$ cat config.mk
export PLATFORM = sky130hd
export DESIGN_NAME = prog_clock_divider_flat
export DESIGN_NICKNAME = d
export VERILOG_FILES = /design/src/rtl/prog_clock_divider_if.sv /design/src/rtl/prog_clock_divider.sv /design/src/flat_wrapper.sv
export SDC_FILE = /design/constraint.sdc
export NUM_CORES = 1
export LEC_CHECK = 0
export ABC_AREA = 0
export BUFFER_PORTS_ARGS = -buffer_cell sky130_fd_sc_hd__clkbuf_2
export CORE_MARGIN = 2
export CORE_UTILIZATION = 59
export DETAILED_ROUTE_END_ITERATION = 8
export GPL_ROUTABILITY_DRIVEN = 0
export MAX_ROUTING_LAYER = met4
export PLACE_DENSITY_LB_ADDON = 0.05
export SYNTH_ARGS = -nofsm -noshare
export SYNTH_HDL_FRONTEND = slang
export SYNTH_SLANG_ARGS = --single-unit
$ cat constraint.sdc
create_clock -name clk -period 4.8 [get_ports clk]
set_clock_uncertainty 0.2 [all_clocks]
set_input_delay 0.48 -clock clk [delete_from_list [all_inputs] [get_ports clk]]
set_output_delay 0.48 -clock clk [all_outputs]
set_load 0.05 [all_outputs]
$ cat src/rtl/prog_clock_divider_if.sv
// ---------------------------------------------------------------------------
// prog_clock_divider_if
//   Signal bundle between the divider and whoever programs and observes it.
//
//   Handshake: load is a one-cycle strobe with no back-pressure. The divider
//   always accepts it: it captures div_val into a one-deep pending slot, or
//   makes it active directly when a period boundary coincides. load_ack
//   pulses for one cycle on the edge where a new divisor becomes active. A
//   second load before that edge replaces the pending value (last write wins).
//
//   Signals
//     en        count enable (0 freezes the divider)
//     load      strobe: capture div_val as the next divisor
//     div_val   requested divisor N (0 = stopped)
//     tick      one-cycle pulse per completed period
//     div_out   divided square wave, high for ceil(N/2) of every N cycles
//     count     current phase, 0..N-1
//     load_ack  one-cycle pulse when a new divisor becomes active
//
//   Modports
//     master  drives en/load/div_val, observes the outputs
//     slave   the divider itself
// ---------------------------------------------------------------------------
interface prog_clock_divider_if #(
    parameter int unsigned WIDTH = 8
);
    logic             en;
    logic             load;
    logic [WIDTH-1:0] div_val;
    logic             tick;
    logic             div_out;
    logic [WIDTH-1:0] count;
    logic             load_ack;

    modport master (
        output en,
        output load,
        output div_val,
        input  tick,
        input  div_out,
        input  count,
        input  load_ack
    );

    modport slave (
        input  en,
        input  load,
        input  div_val,
        output tick,
        output div_out,
        output count,
        output load_ack
    );
endinterface

$ cat src/rtl/prog_clock_divider.sv
// ---------------------------------------------------------------------------
// prog_clock_divider
//   Synchronous programmable divide-by-N stage. It produces a one-cycle tick
//   every N clk cycles and a registered divided square wave (div_out) that
//   clocks the first ripple-counter stage. A new N takes effect only on a
//   period boundary, so no output period is ever cut short.
//
//   Parameters
//     WIDTH      width of divisor and phase counter
//     RESET_DIV  divisor that is active after reset
//
//   Ports
//     clk   system clock, rising edge
//     Rst   asynchronous active-low reset
//     bus   prog_clock_divider_if.slave: en, load, div_val in;
//           tick, div_out, count, load_ack out
// ---------------------------------------------------------------------------
module prog_clock_divider #(
    parameter int unsigned WIDTH     = 8,
    parameter int unsigned RESET_DIV = 4
) (
    input  logic                  clk,
    input  logic                  Rst,
    prog_clock_divider_if.slave   bus
);

    localparam logic [WIDTH-1:0] RESET_ACT     = WIDTH'(RESET_DIV);
    localparam logic             RESET_DIV_OUT = (RESET_DIV != 0);

    // Registered state
    logic [WIDTH-1:0] act_div_q,  act_div_d;
    logic [WIDTH-1:0] pend_div_q, pend_div_d;
    logic             pend_valid_q, pend_valid_d;
    logic [WIDTH-1:0] count_q,    count_d;
    logic             tick_q,     tick_d;
    logic             div_out_q,  div_out_d;
    logic             load_ack_q, load_ack_d;

    // Decode of the current cycle
    logic             div_zero;
    logic [WIDTH-1:0] last_phase;
    logic             term;
    logic             boundary;
    logic             apply;
    logic [WIDTH-1:0] apply_div;
    logic [WIDTH-1:0] count_step;
    logic [WIDTH:0]   half;

    assign div_zero   = (act_div_q == '0);
    // Wraps to all-ones when N=0, but term is gated by div_zero then.
    assign last_phase = act_div_q - WIDTH'(1);
    assign term       = bus.en && !div_zero && (count_q == last_phase);

    // No period is in flight when frozen or stopped, so a new divisor may
    // be applied there as well as at the natural end of a period.
    assign boundary   = term || !bus.en || div_zero;

    // A load on a boundary cycle bypasses the pending slot.
    assign apply      = boundary && (bus.load || pend_valid_q);
    assign apply_div  = bus.load ? bus.div_val : pend_div_q;

    // count stays below act_div, so count+1 never overflows WIDTH bits.
    assign count_step = term ? '0 : (count_q + WIDTH'(1));

    // ceil(N/2) with one extra bit so N=2^WIDTH-1 does not overflow.
    assign half       = ({1'b0, act_div_q} + (WIDTH+1)'(1)) >> 1;

    always_comb begin
        act_div_d    = act_div_q;
        pend_div_d   = pend_div_q;
        pend_valid_d = pend_valid_q;
        count_d      = count_q;
        div_out_d    = div_out_q;
        tick_d       = term;
        load_ack_d   = 1'b0;

        if (apply) begin
            act_div_d    = apply_div;
            pend_valid_d = 1'b0;
            count_d      = '0;
            div_out_d    = (apply_div != '0);
            load_ack_d   = 1'b1;
        end else begin
            // Here a load can only arrive mid-period: park it.
            if (bus.load) begin
                pend_div_d   = bus.div_val;
                pend_valid_d = 1'b1;
            end

            if (div_zero) begin
                count_d   = '0;
                div_out_d = 1'b0;
            end else if (bus.en) begin
                count_d   = count_step;
                // div_out tracks the phase it is registered alongside.
                div_out_d = ({1'b0, count_step} < half);
            end
        end
    end

    always_ff @(posedge clk or negedge Rst) begin
        if (!Rst) begin
            act_div_q    <= RESET_ACT;
            pend_div_q   <= '0;
            pend_valid_q <= 1'b0;
            count_q      <= '0;
            tick_q       <= 1'b0;
            div_out_q    <= RESET_DIV_OUT;
            load_ack_q   <= 1'b0;
        end else begin
            act_div_q    <= act_div_d;
            pend_div_q   <= pend_div_d;
            pend_valid_q <= pend_valid_d;
            count_q      <= count_d;
            tick_q       <= tick_d;
            div_out_q    <= div_out_d;
            load_ack_q   <= load_ack_d;
        end
    end

    assign bus.tick     = tick_q;
    assign bus.div_out  = div_out_q;
    assign bus.count    = count_q;
    assign bus.load_ack = load_ack_q;

endmodule

$ cat src/flat_wrapper.sv
// flat-port wrapper written by rule: the top's interface ports become plain ports
module prog_clock_divider_flat 
#(
    parameter int unsigned WIDTH     = 8,
    parameter int unsigned RESET_DIV = 4
)
  (clk, Rst, bus_en, bus_load, bus_div_val, bus_tick, bus_div_out, bus_count, bus_load_ack);
  prog_clock_divider_if #(.WIDTH(WIDTH)) bus_i ();
  input  logic clk;
  input  logic Rst;
  input wire logic [$bits(bus_i.en)-1:0] bus_en;
  input wire logic [$bits(bus_i.load)-1:0] bus_load;
  input wire logic [$bits(bus_i.div_val)-1:0] bus_div_val;
  output wire logic [$bits(bus_i.tick)-1:0] bus_tick;
  output wire logic [$bits(bus_i.div_out)-1:0] bus_div_out;
  output wire logic [$bits(bus_i.count)-1:0] bus_count;
  output wire logic [$bits(bus_i.load_ack)-1:0] bus_load_ack;
  assign bus_i.en = bus_en;
  assign bus_i.load = bus_load;
  assign bus_i.div_val = bus_div_val;
  assign bus_tick = bus_i.tick;
  assign bus_div_out = bus_i.div_out;
  assign bus_count = bus_i.count;
  assign bus_load_ack = bus_i.load_ack;
  prog_clock_divider #(.WIDTH(WIDTH), .RESET_DIV(RESET_DIV)) u_core (.clk(clk), .Rst(Rst), .bus(bus_i));
endmodule
==> results of run 1 <==
[state kept, by name, indices dropped and copies added (netlist names)]
register / cells
u_core.act_div_q: 8
u_core.bus.load_ack: 1
u_core.bus.div_out: 1
u_core.pend_div_q: 8
u_core.bus.tick: 1
u_core.bus.count: 8
u_core.pend_valid_q: 1
[worst paths after layout]
check                                     startpoint              endpoint  slack (ns)  cells after the start
worst min-delay path                  bus_div_val[0]  u_core.pend_div_q[0]        0.20                      2
worst max register to register   u_core.act_div_q[0]    u_core.bus.div_out        1.06                     13
worst min register to register  u_core.pend_div_q[6]  u_core.pend_div_q[6]        0.37                      1
max in group asynchronous                        Rst       u_core.bus.tick        3.42                      2
worst max-delay path             u_core.act_div_q[0]    u_core.bus.div_out        1.06                     13
min in group asynchronous                        Rst   u_core.bus.count[5]        0.51                      2
[critical path: cells and delay by family (launching register included)]
kind / cells / cell delay [ns]
buffers and inverters: 1 / 0.13
adder cells (fa/ha/maj): 2 / 0.54
AND/OR/NAND/NOR: 6 / 1.37
flip-flops: 1 / 0.49
AO/OA/AOI/OAI: 4 / 0.95
[per-layer routing]
| metal | track usage | wire, µm | vias to the layer above |
|---|---|---|---|
| met3 | 0.0250 | 120 | 9 |
| met1 | 0.307 | 1960 | 803 |
| met2 | 0.414 | 2160 | 33 |
| li1 | - | - | 836 |
| met5 | - | 0 | - |
| met4 | 0.0842 | 83 | 0 |
[final cells by class]
type | count | area, µm² | share of cell area
multi-input cells | 177 | 1270 | 0.579
clock buffers | 4 | 26.3 | 0.0120
flip-flops and latches | 28 | 703 | 0.321
inverters | 4 | 15.0 | 0.00685
repair buffers | 23 | 120 | 0.0548
well taps | 46 | 57.6 | 0.0263
[through the flow]
step | util | cell area [µm²] | setup WS [ns] | total power, W
2_1_floorplan | - | 2070 | 1.24 | 0.000632
6_report | 0.652 | 2190 | 1.06 | 0.000798
4_1_cts | 0.652 | 2190 | 1.09 | 0.000805
5_1_grt | 0.652 | 2190 | 0.793 | 0.000863
3_3_place_gp | 0.641 | 2160 | 1.26 | 0.000686
3_5_place_dp | 0.641 | 2160 | 1.10 | 0.000698
[kinds of logic after synthesis]
family / Yosys count / synth area share
compound gates: 44 / 0.155
xor+xnor: 21 / 0.0889
fa+ha+maj: 10 / 0.0605
buf+inv: 19 / 0.0460
flops: 28 / 0.340
mux: 8 / 0.0436
simple gates: 94 / 0.266
[power by group]
part / internal, W / total (W) / switching (W)
Sequential: 0.000279 / 0.000361 / 0.0000820
Combinational: 0.000145 / 0.000333 / 0.000188
Clock: 0.0000326 / 0.000104 / 0.0000717
Total: 0.000456 / 0.000798 / 0.000342
[layout by cell type, fill, tap and decap left out, types with 2 or more instances in the layout]
| master | instances |
|---|---|
| sky130_fd_sc_hd__nand2_1 | 24 |
| sky130_fd_sc_hd__nor2_1 | 14 |
| sky130_fd_sc_hd__ha_1 | 10 |
| sky130_fd_sc_hd__and3_1 | 4 |
| sky130_fd_sc_hd__o21ai_0 | 5 |
| sky130_fd_sc_hd__xnor2_1 | 12 |
| sky130_fd_sc_hd__a21oi_1 | 13 |
| sky130_fd_sc_hd__dfstp_2 | 2 |
| sky130_fd_sc_hd__nor2b_1 | 3 |
| sky130_fd_sc_hd__nand3b_1 | 7 |
| sky130_fd_sc_hd__or2b_1 | 4 |
| sky130_fd_sc_hd__clkbuf_4 | 3 |
| sky130_fd_sc_hd__nor3_1 | 7 |
| sky130_fd_sc_hd__inv_1 | 4 |
| sky130_fd_sc_hd__nor3b_1 | 5 |
| sky130_fd_sc_hd__a31oi_1 | 3 |
| sky130_fd_sc_hd__clkbuf_2 | 22 |
| sky130_fd_sc_hd__or4_1 | 3 |
| sky130_fd_sc_hd__a211o_1 | 8 |
| sky130_fd_sc_hd__mux2_2 | 8 |
| sky130_fd_sc_hd__nand3_1 | 5 |
| sky130_fd_sc_hd__o31a_1 | 2 |
| sky130_fd_sc_hd__dfrtp_1 | 26 |
| sky130_fd_sc_hd__nor4_1 | 5 |
| sky130_fd_sc_hd__nand4_1 | 2 |
| sky130_fd_sc_hd__xor2_1 | 9 |
[what timing repair did]
action                    4_1_cts  5_1_grt
hold buffers                    1        0
resized for setup               0        0
hold endpoints to repair       26        0
==> run summary, run 1 <==
Detailed placement ended at an HPWL of 3140 µm. The headroom to the max-slew limit came out at 0.502. The core region is 0.00336 mm². For this block, the initial DRC count from the detailed router was 84.

After synthesis, the most frequently instantiated cells are 26 x sky130_fd_sc_hd__dfrtp_1, 24 x sky130_fd_sc_hd__nand2_1, 14 x sky130_fd_sc_hd__nor2_1. The final layout net count came out at 259. Sorting the synthesized cells by area gives the leading types as sky130_fd_sc_hd__dfrtp_1 31%, sky130_fd_sc_hd__ha_1 6.0%, sky130_fd_sc_hd__xnor2_1 5.1%, sky130_fd_sc_hd__mux2_2 4.4%, sky130_fd_sc_hd__nand2_1 4.4%. The startpoint-to-endpoint class of the critical path is reg2reg. The worst supply voltage drop on vdd came out at 153 µV. For this block, the routed nets add up to 4320 µm of wire. When the netlist entered floorplanning its net count stood at 246. Of the post-synthesis cell area, the dominant cell type holds 0.315. TritonCTS built the clock tree.

The mean cell area of the mapped netlist is 9.23 µm². Walking the worst path, the cells encountered are inv_1 -> ha_1 -> or3b_1 -> o31a_1 -> nor4_4 -> nand3_4 -> nor2_2 -> nor2_1 -> ha_1 -> nand4_1 -> a211oi_1 -> o31ai_1 -> a221o_1. During placement, the flow inserted port buffers numbering 22. In the synthesized netlist, the number of instances is 224.

The actual slew at the worst max-slew pin came out at 0.747 ns. CTS placed an instance of sky130_fd_sc_hd__clkbuf_4 at the clock tree root. The number of warnings issued by yosys came out at 0. The final routed wire length divided by cell count came out at 15.3 µm. The cell taking the most area after synthesis is sky130_fd_sc_hd__dfrtp_1.

The height of the chip is 63.2 µm. The clock net in this run drives a total of 28 sinks. The synthesis-to-finish area growth came out at 5.99%.

The cell area after synthesis is 0.00207 mm². The critical path data required time is 4.87 ns. The number of max-slew violations in the final report is 0. The most used flip-flop cell after synthesis is sky130_fd_sc_hd__dfrtp_1. The maximum count of clock buffers along a single path is 2. The clock buffer count from CTS came out at 3. For this design the top-level I/O count stands at 23. The post-detailed-route DRC marker count is 0. Of the cells placed in the final design, the portion with a size suffix greater than 1 is 0.186. The first global-routing pass estimated 7590 µm of wire. The path class of the tightest hold or removal check is in2reg. The maximum clock frequency came out at 0.268 GHz. The post-CTS setup-driven buffer insertion count came out at 0.

The via count of the first global-routing pass came out at 1628. The fraction of registers with async set or reset after synthesis came out at 1.00. The area of the die is 0.00399 mm². The most frequently used cell type in the post-synthesis netlist is sky130_fd_sc_hd__dfrtp_1. The final non-filler cell total came out at 282. The portion of the post-synthesis area used by sequential elements is 0.340. The later-pin clock latency in the skew report came out at 0.33 ns. The final period demand of the worst path came out at 3.74 ns.

By instance count, the cell type seen most on the critical path is sky130_fd_sc_hd__ha_1. In the routed layout, each cell is associated on average with a via count of 5.96. Setup repair after global routing left no endpoint under its margin.

The clock-pin slew on the worst setup and hold paths came out at 0.16 ns. Yosys mapped the design onto 52 distinct sky130hd cell types. The delay of the slowest cell on the worst path is 0.49 ns. The count of placed standard cells including taps came out at 277. The largest fanout on the critical path is 8. The H-tree level count is 1. After filler insertion, the fill cell instance count of the layout stands at 310. For this configuration, the core starts out at a cell density of 0.615. The number of hold violations in the final report came to 0. The number of antenna violations at the first check in global routing came to 0.

The global routing usage summed across all routing layers came out at 0.244. The synthesis-stage register bit count is 28. The antenna violation net count after detailed routing is 0.

The number of detailed-routing iterations run before antenna repair is 4. The power density normalized to cell area came out at 364 mW/mm². The detailed router placed 1681 vias in this run.

STA classifies the critical path endpoint as a flip-flop. The number of placement rows is 21. The worst setup path is launched from a flip-flop. Global routing finished with a remaining overflow of 0. The static power due to leakage is 0.950 nW. The number of maximum-capacitance violations is 0. Setup violations remaining at the end of the flow were counted as 0. The flow ran to the end, and the final reports show no timing, DRC or antenna violations.

The number of synthesized flops with an enable pin came out at 0. The worst hold margin is 0.199 ns. Data on the critical path arrives at its endpoint at 3.81 ns. The pin count of the biggest net entering global routing is 29. Measured along the x axis, the die boundary spans 63.2 µm. On the critical path, the stage with the largest delay is an instance of sky130_fd_sc_hd__dfrtp_1. The setup total negative slack came out at 0 ns. The antenna diode count came out at 0.

The final cycle utilization of the critical path came out at 0.779.
Note: power is estimated with default switching activity, not from simulation.
==> run 2, diff against run 1 <==
clock period = 3.7 ns   (was 4.8 ns; I/O delays follow)
==> run 2 against run 1 <==
  * Register-to-register slack got worse by 0.90 ns
  * Die area unchanged
  * Clock power up 52%
  * Cell area up 4.9%
  * First-iteration DRC count fell by 1.2%
  * Critical path type unchanged
==> run summary, run 2 (synthesis gave the netlist of run 1 again) <==
The actual slew at the worst max-slew pin is 0.759 ns (was 0.747 ns). The number of setup violations in the final report came out at 0 (unchanged). The average via count per standard cell came out at 5.98 (was 5.96). The total clock sinks was 28 (unchanged). The final period demand of the worst path is 3.54 ns (was 3.74 ns).

Status: finished, final reports clean (unchanged). The net switching power is 0.000473 W (was 0.000342 W). The pin count of the biggest net entering global routing came to 29 (unchanged).

The most common cell after layout, fill and taps aside is sky130_fd_sc_hd__dfrtp_1 (unchanged). The part of the power in the clock network came out at 0.141 (was 0.131). The number of detailed-routing iterations run before antenna repair came out at 4 (unchanged). The detailed router's first-iteration violation count is 83 (was 84). The final cycle utilization of the critical path came out at 0.958 (was 0.779).

The relative contribution of sequential cells to total power is 0.397 (was 0.452). The placed wire-length estimate is 3390 µm (was 3140 µm). The final routed wire length divided by cell count came out at 16.0 µm (was 15.3 µm). The initial core utilization is 0.615 (unchanged). The critical path data required time was 3.79 ns (was 4.87 ns). The post-detailed-route DRC marker count was 0 (unchanged). The height of the chip came out at 63.2 µm (unchanged). The hold-critical path depth is 2 (unchanged).

The later-pin clock latency in the skew report came out at 0.34 ns (was 0.33 ns). The number of max-slew violations in the final report came out at 0 (unchanged). The static power due to leakage came out at 1.01 nW (was 0.950 nW). The worst-case register-to-register setup slack is 0.16 ns (was 1.06 ns). The antenna diode count was 0 (unchanged). The endpoint of the worst register-to-register path is u_core.bus.div_out (unchanged). The number of cells traversed by the worst register-to-register path came out at 13 (unchanged).

The number of antenna violations at the first check in global routing is 0 (unchanged). The worst supply voltage drop on vdd is 261 µV (was 153 µV). The number of placement rows was 21 (unchanged). The share of total power consumed by net switching came out at 0.424 (was 0.428).

The design internal power came to 0.000643 W (was 0.000456 W). The total I/O pin count is 23 (unchanged). The placeable core region came out at 0.00336 mm² (unchanged). The antenna violation net count after detailed routing is 0 (unchanged). The fill cell instance count of the final layout is 299 (was 310). The global routing usage summed across all routing layers came out at 0.248 (was 0.244).

The maximum count of clock buffers along a single path is 2 (unchanged). The endpoint of the worst hold-timing path is u_core.pend_div_q[4] (was u_core.pend_div_q[0]). The path category of the worst min-delay check is in2reg (unchanged).

The via count of the first global-routing pass is 1709 (was 1628). The kind of launch point of the worst setup path is a flip-flop (unchanged). The via total after detailed routing is 1752 (was 1681).

The worst hold path startpoint was bus_div_val[4] (was bus_div_val[0]). The routed wire length is 4680 µm (was 4320 µm). The setup total negative slack came out at 0 ns (unchanged). The total placed instance area is 0.00221 mm² (was 0.00216 mm²). The wire length of the first global-routing pass came out at 7700 µm (was 7590 µm).

The clock buffer count from CTS is 3 (unchanged). The final layout net count came to 270 (was 259). The synthesis-to-finish area growth is 11.2% (was 5.99%).

The origin of the critical flop-to-flop path was u_core.act_div_q[0] (unchanged). The number of maximum-capacitance violations is 0 (unchanged). The power density normalized to cell area is 485 mW/mm² (was 364 mW/mm²). The maximum clock frequency is 0.282 GHz (was 0.268 GHz). The number of hold violations in the final report came out at 0 (unchanged). The master cell of the clock root buffer is sky130_fd_sc_hd__clkbuf_4 (unchanged). The die span in x is 63.2 µm (unchanged). The count of placed standard cells including taps came to 284 (was 277). The startpoint-to-endpoint class of the critical path is reg2reg (unchanged). The design area was 0.00230 mm² (was 0.00219 mm²). The clock-pin slew on the worst setup and hold paths was 0.16 ns (about the same). The share of post-route cells with drive strength above 1 is 0.239 (was 0.186). The endpoint kind of the worst setup timing path is a flip-flop (unchanged).

The global-route congestion overflow total came out at 0 (unchanged). The arrival time of data at the critical path endpoint came out at 3.64 ns (was 3.81 ns). The area of the die is 0.00399 mm² (unchanged). The TritonCTS clock tree is yes (unchanged). Commonest cells after routing, fill and taps aside: 26 x sky130_fd_sc_hd__dfrtp_1, 24 x sky130_fd_sc_hd__nand2_1, 22 x sky130_fd_sc_hd__clkbuf_2 (unchanged). The largest fanout on the critical path was 8 (unchanged).

The headroom to the max-slew limit is 0.494 (was 0.502). The number of buffers added on ports is 22 (unchanged). The H-tree level count is 1 (unchanged). The part of the power in combinational logic came to 0.461 (was 0.417).

The final non-filler cell total came out at 293 (was 282). The core occupancy in the finished layout came out at 0.684 (was 0.652).
run 2: cell types whose count changed in the layout (fill, tap and decap cells not counted):
cell	previous run	this run
sky130_fd_sc_hd__ha_2	0	1
sky130_fd_sc_hd__a211oi_2	0	1
sky130_fd_sc_hd__buf_4	0	11
sky130_fd_sc_hd__or3b_1	1	0
sky130_fd_sc_hd__nor2_4	0	1
sky130_fd_sc_hd__or3b_4	0	1
sky130_fd_sc_hd__clkbuf_8	0	1
sky130_fd_sc_hd__ha_1	10	9
sky130_fd_sc_hd__nor2_2	1	0
sky130_fd_sc_hd__clkbuf_1	1	0
sky130_fd_sc_hd__a211oi_1	1	0
run 2: worst max-delay path, stage by stage, from the launching register on:
cell and delay (ns):
sky130_fd_sc_hd__dfrtp_1 0.44, sky130_fd_sc_hd__inv_1 0.11, sky130_fd_sc_hd__ha_2 0.22, sky130_fd_sc_hd__or3b_4 0.40, sky130_fd_sc_hd__o31a_1 0.28, sky130_fd_sc_hd__nor4_4 0.33
sky130_fd_sc_hd__nand3_4 0.13, sky130_fd_sc_hd__nor2_4 0.23, sky130_fd_sc_hd__nor2_1 0.08, sky130_fd_sc_hd__ha_1 0.31, sky130_fd_sc_hd__nand4_1 0.11, sky130_fd_sc_hd__a211oi_2 0.22
sky130_fd_sc_hd__o31ai_1 0.10, sky130_fd_sc_hd__a221o_1 0.32
run 2: power groups by stage:
| stage | Clock [W] | Combinational (W) | Sequential (W) |
|---|---|---|---|
| after floorplan | 0 | 0.000364 | 0.000456 |
| after global placement | 0 | 0.000469 | 0.000443 |
| after detailed placement | 0 | 0.000481 | 0.000448 |
| after CTS | 0.000159 | 0.000485 | 0.000442 |
| after global routing | 0.000172 | 0.000563 | 0.000453 |
| final | 0.000158 | 0.000515 | 0.000443 |
run 2: what timing repair did:
item,in CTS,in global routing
setup buffers,0,4
gates resized for setup,0,4
hold buffers,1,0
hold endpoints to repair,26,0
endpoints found under the setup margin,0,1
run 2: how the worst max path moves through the flow:
| stage | slack, ns | cells past startpoint | endpoint | start |
|---|---|---|---|---|
| 2_1_floorplan | 0.14 | 12 | u_core.bus.div_out | u_core.bus.count[5] |
| 3_3_place_gp | 0.23 | 13 | u_core.bus.div_out | u_core.act_div_q[0] |
| 3_5_place_dp | 0.08 | 13 | u_core.bus.div_out | u_core.act_div_q[0] |
| 4_1_cts | 0.06 | 13 | u_core.bus.div_out | u_core.act_div_q[0] |
| 5_1_grt | -0.01 | 13 | u_core.bus.div_out | u_core.act_div_q[0] |
| 6_report | 0.16 | 13 | u_core.bus.div_out | u_core.act_div_q[0] |
run 2: stage by stage:
stage                     hold slack [ns]  total power, W  setup WS [ns]
after floorplan                    -0.126        0.000820          0.141
after global placement              0.239        0.000912          0.232
after detailed placement            0.246        0.000930         0.0774
after CTS                          0.0871         0.00109         0.0620
after global routing               0.0822         0.00119       -0.00961
final                              0.0834         0.00112          0.157
run 2: layout make-up:
| type | instances | area, µm² | area share |
|---|---|---|---|
| multi-input cells | 177 | 1280 | 0.559 |
| flip-flops and latches | 28 | 703 | 0.306 |
| repair buffers | 34 | 203 | 0.0881 |
| well taps | 46 | 57.6 | 0.0250 |
| clock buffers | 4 | 36.3 | 0.0158 |
| inverters | 4 | 15.0 | 0.00653 |
run 2: per-layer routing:
metal / GRT usage / part of all wire
met5: - / 0
met4: 0.0924 / 0.023
met3: 0.0161 / 0.026
met2: 0.447 / 0.52
met1: 0.291 / 0.43
==> run 3, diff against run 2 <==
--- a/config.mk
+++ b/config.mk
@@ -11,2 +11,3 @@
 export CORE_UTILIZATION = 59
+export CTS_CLUSTER_DIAMETER = 60
 export DETAILED_ROUTE_END_ITERATION = 8
==> constraint.sdc (replaced) <==
create_clock -name clk -period 3.7 [get_ports clk]
set_clock_uncertainty 0.2 [all_clocks]
set_input_delay 0.555 -clock clk [delete_from_list [all_inputs] [get_ports clk]]
set_output_delay 0.555 -clock clk [all_outputs]
set_load 0.05 [all_outputs]
==> run 3 against run 2 <==
  * Fmax increased by 0.40%
  * Sequential share of layout area is 0.13 points higher
  * Final cell count shrank 0.34%
  * Largest cell class unchanged
==> run summary, run 3 (synthesis gave the netlist of run 1 again) <==
The global-route congestion overflow total was 0 (unchanged). The total I/O pin count is 23 (unchanged). The share of post-route cells with drive strength above 1 is 0.240 (was 0.239). The actual slew at the worst max-slew pin came out at 0.731 ns (was 0.759 ns). The worst supply voltage drop on vdd is 261 µV (about the same). The number of antenna violations at the first check in global routing was 0 (unchanged). The setup total negative slack was 0 ns (unchanged). The net switching power is 0.000472 W (was 0.000473 W). The wire length of the first global-routing pass came out at 7660 µm (was 7700 µm). The largest fanout on the critical path is 8 (unchanged). The final layout net count is 269 (was 270). The part of the power in the clock network came out at 0.141 (about the same). The number of buffers added on ports is 22 (unchanged).

The average via count per standard cell was 5.99 (was 5.98). The detailed-route wire length on metal 1 came out at 1970 µm (was 1990 µm). The share of total power consumed by net switching is 0.424 (about the same). The headroom to the max-slew limit is 0.513 (was 0.494).

The met2 wire length was 2430 µm (was 2460 µm). The highest metal layer used by the detailed router was met4 (unchanged). The pre-CTS worst setup slack came out at 0.0774 ns (unchanged). The largest delay contributor family on the critical path is simple AND/OR/NAND/NOR gates (unchanged). The later-pin clock latency in the skew report was 0.34 ns (about the same). The number of detailed-routing iterations run before antenna repair came out at 4 (unchanged). The clock buffer count from CTS came out at 3 (unchanged). Status: finished, final reports clean (unchanged).

The via total after detailed routing is 1750 (was 1752). The TritonCTS clock tree is yes (unchanged). The placeable core region came out at 0.00336 mm² (unchanged).

The total clock sinks was 28 (unchanged). The die span in x is 63.2 µm (unchanged). The relative contribution of sequential cells to total power is 0.399 (was 0.397). The critical path data required time came out at 3.79 ns (about the same). The endpoint kind of the worst setup timing path was a flip-flop (unchanged). The path category of the worst min-delay check is in2async (was in2reg). The power density normalized to cell area came out at 487 mW/mm² (was 485 mW/mm²).

The master cell of the clock root buffer is sky130_fd_sc_hd__clkbuf_4 (unchanged). The height of the chip came to 63.2 µm (unchanged). The maximum count of clock buffers along a single path came out at 2 (unchanged).

The number of setup violations in the final report is 0 (unchanged). The worst-case register-to-register setup slack is 0.17 ns (was 0.16 ns). The detailed router's first-iteration violation count was 92 (was 83). The clock-pin slew on the worst setup and hold paths came out at 0.15 ns (was 0.16 ns).

The core occupancy in the finished layout came out at 0.681 (was 0.684). The antenna violation net count after detailed routing is 0 (unchanged). The number of maximum-capacitance violations was 0 (unchanged).

Cell-by-cell listing of the critical path: inv_1 -> ha_2 -> or3b_4 -> o31a_1 -> nor4_4 -> nand3_4 -> nor2_4 -> nor2_1 -> ha_1 -> nand4_1 -> a211oi_2 -> o31ai_1 -> a221o_1 (unchanged). The post-detailed-route DRC marker count came out at 0 (unchanged). The endpoint of the worst register-to-register path is u_core.bus.div_out (unchanged). The delay of the slowest cell on the worst path came out at 0.44 ns (about the same). The final cycle utilization of the critical path came out at 0.954 (was 0.958). The total met3 wirelength after detailed routing came out at 126 µm (was 124 µm). The global routing usage summed across all routing layers came out at 0.246 (was 0.248). The placed wire-length estimate was 3390 µm (unchanged).

The startpoint-to-endpoint class of the critical path was reg2reg (unchanged). Commonest cells after routing, fill and taps aside: 26 x sky130_fd_sc_hd__dfrtp_1, 24 x sky130_fd_sc_hd__nand2_1, 22 x sky130_fd_sc_hd__clkbuf_2 (unchanged). The total buffers and inverters traversed by the critical path was 1 (unchanged). The routed wire length was 4630 µm (was 4680 µm). The kind of launch point of the worst setup path is a flip-flop (unchanged). The most common cell after layout, fill and taps aside is sky130_fd_sc_hd__dfrtp_1 (unchanged). The H-tree level count came to 1 (unchanged). The number of cells traversed by the worst register-to-register path came out at 13 (unchanged). The area of the die is 0.00399 mm² (unchanged).

The static power due to leakage came out at 1.01 nW (about the same). The maximum clock frequency is 0.283 GHz (was 0.282 GHz). The pin count of the biggest net entering global routing came out at 29 (unchanged).

The final routed wire length divided by cell count came out at 15.9 µm (was 16.0 µm). The number of placement rows is 21 (unchanged). The arrival time of data at the critical path endpoint is 3.62 ns (was 3.64 ns). The synthesis-to-finish area growth came out at 10.7% (was 11.2%). The number of hold violations in the final report came out at 0 (unchanged). The number of max-slew violations in the final report came out at 0 (unchanged). The initial core utilization came out at 0.615 (unchanged). The part of the power in combinational logic is 0.460 (was 0.461).

The origin of the critical flop-to-flop path is u_core.act_div_q[0] (unchanged). The worst-path cell with the longest stage delay was sky130_fd_sc_hd__dfrtp_1 (unchanged). The final critical-path setup slack was 0.171 ns (was 0.157 ns). The final period demand of the worst path came out at 3.53 ns (was 3.54 ns). The antenna diode count came out at 0 (unchanged). The via count of the first global-routing pass is 1697 (was 1709). The design internal power is 0.000642 W (was 0.000643 W).
==> run 3: cell count changes in the layout (fill, tap and decap cells not counted), sizes merged <==
cell / delta
dlygate4sd3: -1
==> run 3: worst max-delay path by stage <==
stage	start	endpoint	slack [ns]	cells after the start
floorplan	u_core.bus.count[5]	u_core.bus.div_out	0.14	12
global placement	u_core.act_div_q[0]	u_core.bus.div_out	0.23	13
detailed placement	u_core.act_div_q[0]	u_core.bus.div_out	0.08	13
CTS	u_core.act_div_q[0]	u_core.bus.div_out	0.06	13
global route	u_core.act_div_q[0]	u_core.bus.div_out	-0.01	13
finish	u_core.act_div_q[0]	u_core.bus.div_out	0.17	13
==> run 3: through the flow <==
| stage | total power (W) | std cells | cell area (µm²) | hold slack, ns |
|---|---|---|---|---|
| after detailed placement | 0.000930 | 284 | 2210 | 0.328 |
| after global routing | 0.00119 | 292 | 2290 | 0.0579 |
| after CTS | 0.00108 | 288 | 2240 | 0.0472 |
| final | 0.00111 | 292 | 2290 | 0.0199 |
| after global placement | 0.000912 | 284 | 2210 | 0.315 |
| after floorplan | 0.000820 | 224 | 2070 | 0.0594 |
==> run 3: area by class of cell <==
| cell class | instances | area [µm²] |
|---|---|---|
| Multi-Input combinational cell | 177 | 1280 |
| Fill cell | 300 | 1070 |
| Sequential cell | 28 | 703 |
| Timing Repair Buffer | 33 | 193 |
| Tap cell | 46 | 57.6 |
| Clock buffer | 4 | 36.3 |
| Inverter | 4 | 15.0 |
==> run 3: routing by layer <==
layer,global-route usage,vias up
li1,-,853
met1,0.291,851
met2,0.441,36
met3,0.0161,10
met4,0.0924,0
met5,-,-
==> run 3: repair_timing <==
| action | CTS | global route |
|---|---|---|
| resized for setup | 0 | 4 |
| hold buffers | 0 | 0 |
| setup endpoints to repair | 0 | 1 |
| buffers inserted | 0 | 4 |
==> run 3: power by group through the flow <==
stage	clock network, W	logic, W	registers [W]
after CTS	0.000159	0.000484	0.000442
after global placement	0	0.000469	0.000443
after detailed placement	0	0.000481	0.000448
final	0.000158	0.000513	0.000444
after global routing	0.000172	0.000562	0.000453
after floorplan	0	0.000364	0.000456
